**src/rtl/axi_id_ctrl_pkg.sv**
```systemverilog
// Shared types for the AXI ID issue controller.
// The beat-hold struct depends on the ID/select widths, so it is typedef'd inside the module.
package axi_id_ctrl_pkg;

   typedef enum logic [1:0] {
      IDLE       = 2'd0,
      ISSUE      = 2'd1,
      ISSUE_ATOP = 2'd2
   } id_ctrl_state_e;

endpackage

```
**src/rtl/axi_id_issue_ctrl.sv**
```systemverilog
// Per-direction Ax issue controller: admits beats that keep AXI same-ID ordering, registers
// them toward the master mux, and drives push/pop of the neighbouring ID in-flight table.
module axi_id_issue_ctrl
   import axi_id_ctrl_pkg::*;
#(
   parameter int unsigned IdWidth     = 4,
   parameter int unsigned AxiLookBits = 3,
   parameter int unsigned SelWidth    = 2,
   parameter int unsigned CntWidth    = 4,
   parameter int unsigned MaxTrans    = 8
) (
   input  logic                   clk_i,
   input  logic                   rst_i,
   input  logic                   slv_ax_valid_i,
   output logic                   slv_ax_ready_o,
   input  logic [IdWidth-1:0]     slv_ax_id_i,
   input  logic [SelWidth-1:0]    slv_ax_sel_i,
   input  logic                   slv_ax_atomic_i,
   output logic                   mst_ax_valid_o,
   input  logic                   mst_ax_ready_i,
   output logic [IdWidth-1:0]     mst_ax_id_o,
   output logic [SelWidth-1:0]    mst_ax_sel_o,
   output logic [AxiLookBits-1:0] tbl_lookup_id_o,
   input  logic [SelWidth-1:0]    tbl_lookup_sel_i,
   input  logic                   tbl_lookup_taken_i,
   output logic [AxiLookBits-1:0] tbl_atomic_id_o,
   input  logic                   tbl_atomic_taken_i,
   input  logic [CntWidth-1:0]    tbl_cnt_i,
   output logic                   tbl_push_en_o,
   output logic [AxiLookBits-1:0] tbl_push_id_o,
   output logic [SelWidth-1:0]    tbl_push_sel_o,
   output logic                   tbl_atomic_push_o,
   input  logic                   rsp_valid_i,
   input  logic                   rsp_ready_i,
   input  logic                   rsp_last_i,
   input  logic [IdWidth-1:0]     rsp_id_i,
   output logic                   tbl_pop_en_o,
   output logic [AxiLookBits-1:0] tbl_pop_id_o,
   output logic                   stall_o,
   output logic                   err_o
);

   typedef struct packed {
      logic [IdWidth-1:0]  id;
      logic [SelWidth-1:0] sel;
   } ax_hold_t;

   if (AxiLookBits > IdWidth) begin : g_bad_look
      $error("AxiLookBits must not exceed IdWidth");
   end
   if (MaxTrans >= (1 << CntWidth)) begin : g_bad_max
      $error("MaxTrans must be below 2**CntWidth");
   end

   localparam logic [CntWidth-1:0] MaxCnt = CntWidth'(MaxTrans);

   id_ctrl_state_e state_q, state_d;
   ax_hold_t       hold_q;
   logic           err_q;
   logic           legal;
   logic           accept;
   logic           pop;
   logic           unused_rsp_id;

   // Upper ID bits alias onto the same table slot; that is conservative but legal.
   assign tbl_lookup_id_o = slv_ax_id_i[AxiLookBits-1:0];
   assign tbl_atomic_id_o = slv_ax_id_i[AxiLookBits-1:0];
   assign tbl_push_id_o   = slv_ax_id_i[AxiLookBits-1:0];
   assign tbl_push_sel_o  = slv_ax_sel_i;
   assign tbl_pop_id_o    = rsp_id_i[AxiLookBits-1:0];
   assign unused_rsp_id   = ^rsp_id_i;

   assign legal = !(tbl_lookup_taken_i && (tbl_lookup_sel_i != slv_ax_sel_i))
                  && (tbl_cnt_i < MaxCnt)
                  && !(slv_ax_atomic_i && tbl_atomic_taken_i);

   always_comb begin
      state_d        = state_q;
      slv_ax_ready_o = 1'b0;
      mst_ax_valid_o = 1'b0;
      case (state_q)
         IDLE: slv_ax_ready_o = legal;
         ISSUE: begin
            mst_ax_valid_o = 1'b1;
            // An atomic behind a plain beat must wait for IDLE so it issues alone.
            slv_ax_ready_o = mst_ax_ready_i && legal && !slv_ax_atomic_i;
            if (mst_ax_ready_i) state_d = IDLE;
         end
         ISSUE_ATOP: begin
            mst_ax_valid_o = 1'b1;
            if (mst_ax_ready_i) state_d = IDLE;
         end
         default: state_d = IDLE;
      endcase
      if (rst_i) begin
         slv_ax_ready_o = 1'b0;
         mst_ax_valid_o = 1'b0;
      end
      accept = slv_ax_valid_i && slv_ax_ready_o;
      if (accept) state_d = slv_ax_atomic_i ? ISSUE_ATOP : ISSUE;
   end

   // Push at accept so a beat still sitting in the output register is already visible.
   assign tbl_push_en_o     = accept;
   assign tbl_atomic_push_o = accept && slv_ax_atomic_i;
   assign pop               = !rst_i && rsp_valid_i && rsp_ready_i && rsp_last_i;
   assign tbl_pop_en_o      = pop;
   assign stall_o           = !rst_i && slv_ax_valid_i && !slv_ax_ready_o
                              && ((state_q == IDLE) || mst_ax_ready_i);

   always_ff @(posedge clk_i) begin
      if (rst_i) begin
         state_q <= IDLE;
         hold_q  <= '0;
         err_q   <= 1'b0;
      end else begin
         state_q <= state_d;
         if (accept) hold_q <= '{id: slv_ax_id_i, sel: slv_ax_sel_i};
         if (pop && (tbl_cnt_i == '0)) err_q <= 1'b1;
      end
   end

   assign mst_ax_id_o  = hold_q.id;
   assign mst_ax_sel_o = hold_q.sel;
   assign err_o        = err_q;

endmodule
```
**config.mk**
```make
export PLATFORM = sky130hd
export DESIGN_NAME = axi_id_issue_ctrl
export DESIGN_NICKNAME = d
export VERILOG_FILES = /design/src/rtl/axi_id_ctrl_pkg.sv /design/src/rtl/axi_id_issue_ctrl.sv
export SDC_FILE = /design/constraint.sdc
export NUM_CORES = 1
export LEC_CHECK = 0
export BUFFER_PORTS_ARGS = -buffer_cell sky130_fd_sc_hd__buf_2
export CAP_MARGIN = 20
export CORE_UTILIZATION = 37
export DETAILED_ROUTE_END_ITERATION = 10
export MAX_ROUTING_LAYER = met4
export PLACE_DENSITY = 0.77
export SLEW_MARGIN = 20
export SYNTH_ARGS = -nofsm -noshare
export SYNTH_HDL_FRONTEND = slang
export SYNTH_SLANG_ARGS = --single-unit
```
**constraint.sdc**
```tcl
create_clock -name clk_i -period 2.1 [get_ports clk_i]
set_input_delay 0.42 -clock clk_i [delete_from_list [all_inputs] [get_ports clk_i]]
set_output_delay 0.42 -clock clk_i [all_outputs]
set_load 0.01 [all_outputs]
```
==> flow_metrics.tcl <==
set metrics [dict create \
    crit_top_cell "inv_2" \
    cp_top_family "buffers and inverters" \
    async_reset_ff_share_pct 0 \
    synth-simple-area-share_pct 24.95 \
    fillCellCount 142 \
    postRouteAntennaNets 0 \
    layout.cells.most_common_list "44 x buf_2, 14 x nand2b_1, 8 x mux2i_1, 7 x dfxtp_1, 7 x buf_4" \
    cp-end-kind "output port" \
    yosys_warnings 0 \
    cts_max_level 1 \
    avgSynthCellArea_um2 8.511 \
    ys_seq_elements 9 \
    fin_crit_ns 2.012 \
    utilization_pct 55.08 \
    worst-path-buf-inv 4 \
    slew_headroom_pct 83.03 \
    grtUsageMet2_pct 25.37 \
    met1_usage_pct 15.23 \
    cts_tree "done" \
    synth_edf_count 0 \
    finalSetupViolCount 0 \
    core_um2 1577 \
    worstPathRequired_ns 1.68 \
    busiest_layer "met2" \
    cp-startpoint "state_q[1]" \
    crit_chain "inv_2 -> ha_4 -> nand2b_1 -> a211oi_2 -> nand4b_1 -> buf_4 -> inv_2 -> buf_6" \
    dp_cells 123 \
    grt_max_degree 19 \
    die_area_um2 1919 \
    start_util_pct 41.03 \
    grt_first_pass_wirelength_um 1973 \
    overflow 0 \
    hold_class "primary input to flip-flop" \
    layout-drive-gt1-share_pct 54.78 \
    clock_latency_ns 0.25 \
    failed_checks "design-rule violations" \
    port_buffers 45 \
    io-pin-count 53 \
    drc 4 \
    antenna_found_initial 0 \
    cts_buffers 3 \
    synth_top_family_by_area "simple AND/OR/NAND/NOR gates" \
    synth_xor_area_share_pct 2.708 \
    skew_ns 0.003784 \
    tightestPinTransition_ns 0.2541 \
    hold_buffers 0 \
    fin_nets 144 \
    synthAdderAreaFrac_pct 3.868 \
    gp_congestion 0.8247 \
    max_clock_freq_mhz 497.1 \
    muxShareOfSynthArea_pct 12.38 \
    synthFlopType "dfxtp_1" \
    routedWlPerCell_um 10.12 \
    route.vias.total 583 \
    groute.layer.met3.usage_pct 5.000 \
    drv_cap 0 \
    fp.dieW_um 43.81 \
    rows 14 \
    post-route-period-util_pct 95.80 \
    slew_violations 0 \
    wirelength_um 1326 \
    grt_pass1_vias 485 \
    insertedDiodeCount 0 \
    worstPathMaxFanout 3 \
    clockBufferDepth 2 \
    setup_tns_ns 0 \
    drt_iter0_markers 13 \
    dp_hpwl_um 1055 \
    first_pass_iters 7 \
    final_cells 131 \
    synth.distinct_cells 22 \
    r2r_start "state_q[1]" \
    cts.clk_slew.worst_paths_ns 0.06 \
    rrSetupSlack_ns 0.39 \
    slowest_delay_ns 0.32 \
    leakagePower_nw 0.5042 \
    min-delay-start "slv_ax_id_i[3]" \
    cp-start-kind "flip-flop" \
    syn_nets 104 \
    cp.arrival_ns 1.59 \
    power.density_nw_per_um2 465.8 \
    power.ir.vdd_worst_mv 0.3244 \
    synth_compound_area_share_pct 6.190 \
    syn_inst 76 \
    crit_type "flip-flop to output port" \
    yosysSeqAreaShare_pct 27.85 \
    viasPerCell 4.450 \
    cts_sinks 9 \
    crit_slowest_cell "dfxtp_2" \
    final_common_cell "buf_2" \
    syn_to_final_growth_pct 34.24 \
    outcome "complete, but fails checks" \
    grt_usage_pct 14.70 \
    final_hold_viol_count 0 \
    fp.dieH_um 43.81 \
    cts-root-buf "clkbuf_4" \
    synth_area_um2 646.9 \
]
[sequential cells by signal, summed over array words and instances, names as in the netlist]
register      flops
mst_ax_sel_o      2
mst_ax_id_o       4
err_o             1
state_q           2
[cells in the mapped netlist, drive strengths merged, types with 2 or more instances]
| library cell | count | share of area [%] |
|---|---|---|
| nand2 | 3 | 1.7 |
| inv | 5 | 2.9 |
| mux2i | 8 | 12 |
| xor2 | 2 | 2.7 |
| ha | 2 | 3.9 |
| buf | 15 | 18 |
| a21oi | 3 | 2.3 |
| dfxtp | 9 | 28 |
| clkbuf | 2 | 1.2 |
| nand2b | 14 | 14 |
| nor2 | 4 | 2.3 |
[stage by stage]
step | hold WS (ns) | setup WS (ns) | power (W) | cell area, µm²
finish | 0.4178 | 0.08824 | 0.0004045 | 868.3
global route | 0.4433 | -0.002917 | 0.0004289 | 868.3
CTS | 0.4093 | 0.02064 | 0.0004084 | 837.1
detailed placement | 0.4673 | 0.1468 | 0.0002737 | 790.8
global placement | 0.4462 | 0.1940 | 0.0002722 | 790.8
floorplan | 0.4381 | 0.3229 | 0.0002482 | 646.9
[cell type report]
class	count	area, µm²	area share [%]
Sequential cell	9	182.7	21.04
Clock buffer	4	26.28	3.026
Multi-Input combinational cell	45	336.6	38.76
Tap cell	16	20.02	2.305
Timing Repair Buffer	52	284.0	32.71
Inverter	5	18.77	2.161
[what timing repair did]
action / CTS / global route
hold endpoints to repair: 0 / 0
pin swaps: 2 / 3
endpoints found under the setup margin: 3 / 3
resized for setup: 2 / 5
cloned: 0 / 0
setup buffers: 1 / 3
[where the power goes]
| group | internal, W | switching, W |
|---|---|---|
| combinational | 0.0000527 | 0.0000471 |
| clock | 0.0000728 | 0.0000545 |
| sequential | 0.000175 | 0.00000222 |
| total | 0.000301 | 0.000104 |
[cells by family after synthesis]
family / count (synthesis)
and+or+nand+nor: 27
muxes: 8
buffers and inverters: 22
AOI/OAI and AO/OA: 6
xor gates and xnor gates: 2
DFF: 9
adders and majority gates: 2
[final timing paths]
| kind | to | cells after the start |
|---|---|---|
| worst min register to register | mst_ax_id_o[0] | 2 |
| worst max-delay path | tbl_push_en_o | 8 |
| worst max register to register | mst_ax_sel_o[1] | 9 |
| worst min-delay path | mst_ax_id_o[3] | 3 |
[per-layer routing]
| layer | vias to the layer above | part of all wire, % |
|---|---|---|
| li1 | 311 | - |
| met1 | 248 | 40 |
| met2 | 22 | 51 |
| met3 | 2 | 7.7 |
| met4 | 0 | 1.3 |
| met5 | - | 0 |
[worst min-delay path, delay by kind of cell]
kind / cells / cell delay (ns)
buffers and inverters: 1 / 0.09
muxes: 1 / 0.06
and+or+nand+nor: 1 / 0.05
No activity file was read; power rests on OpenSTA's default activity.
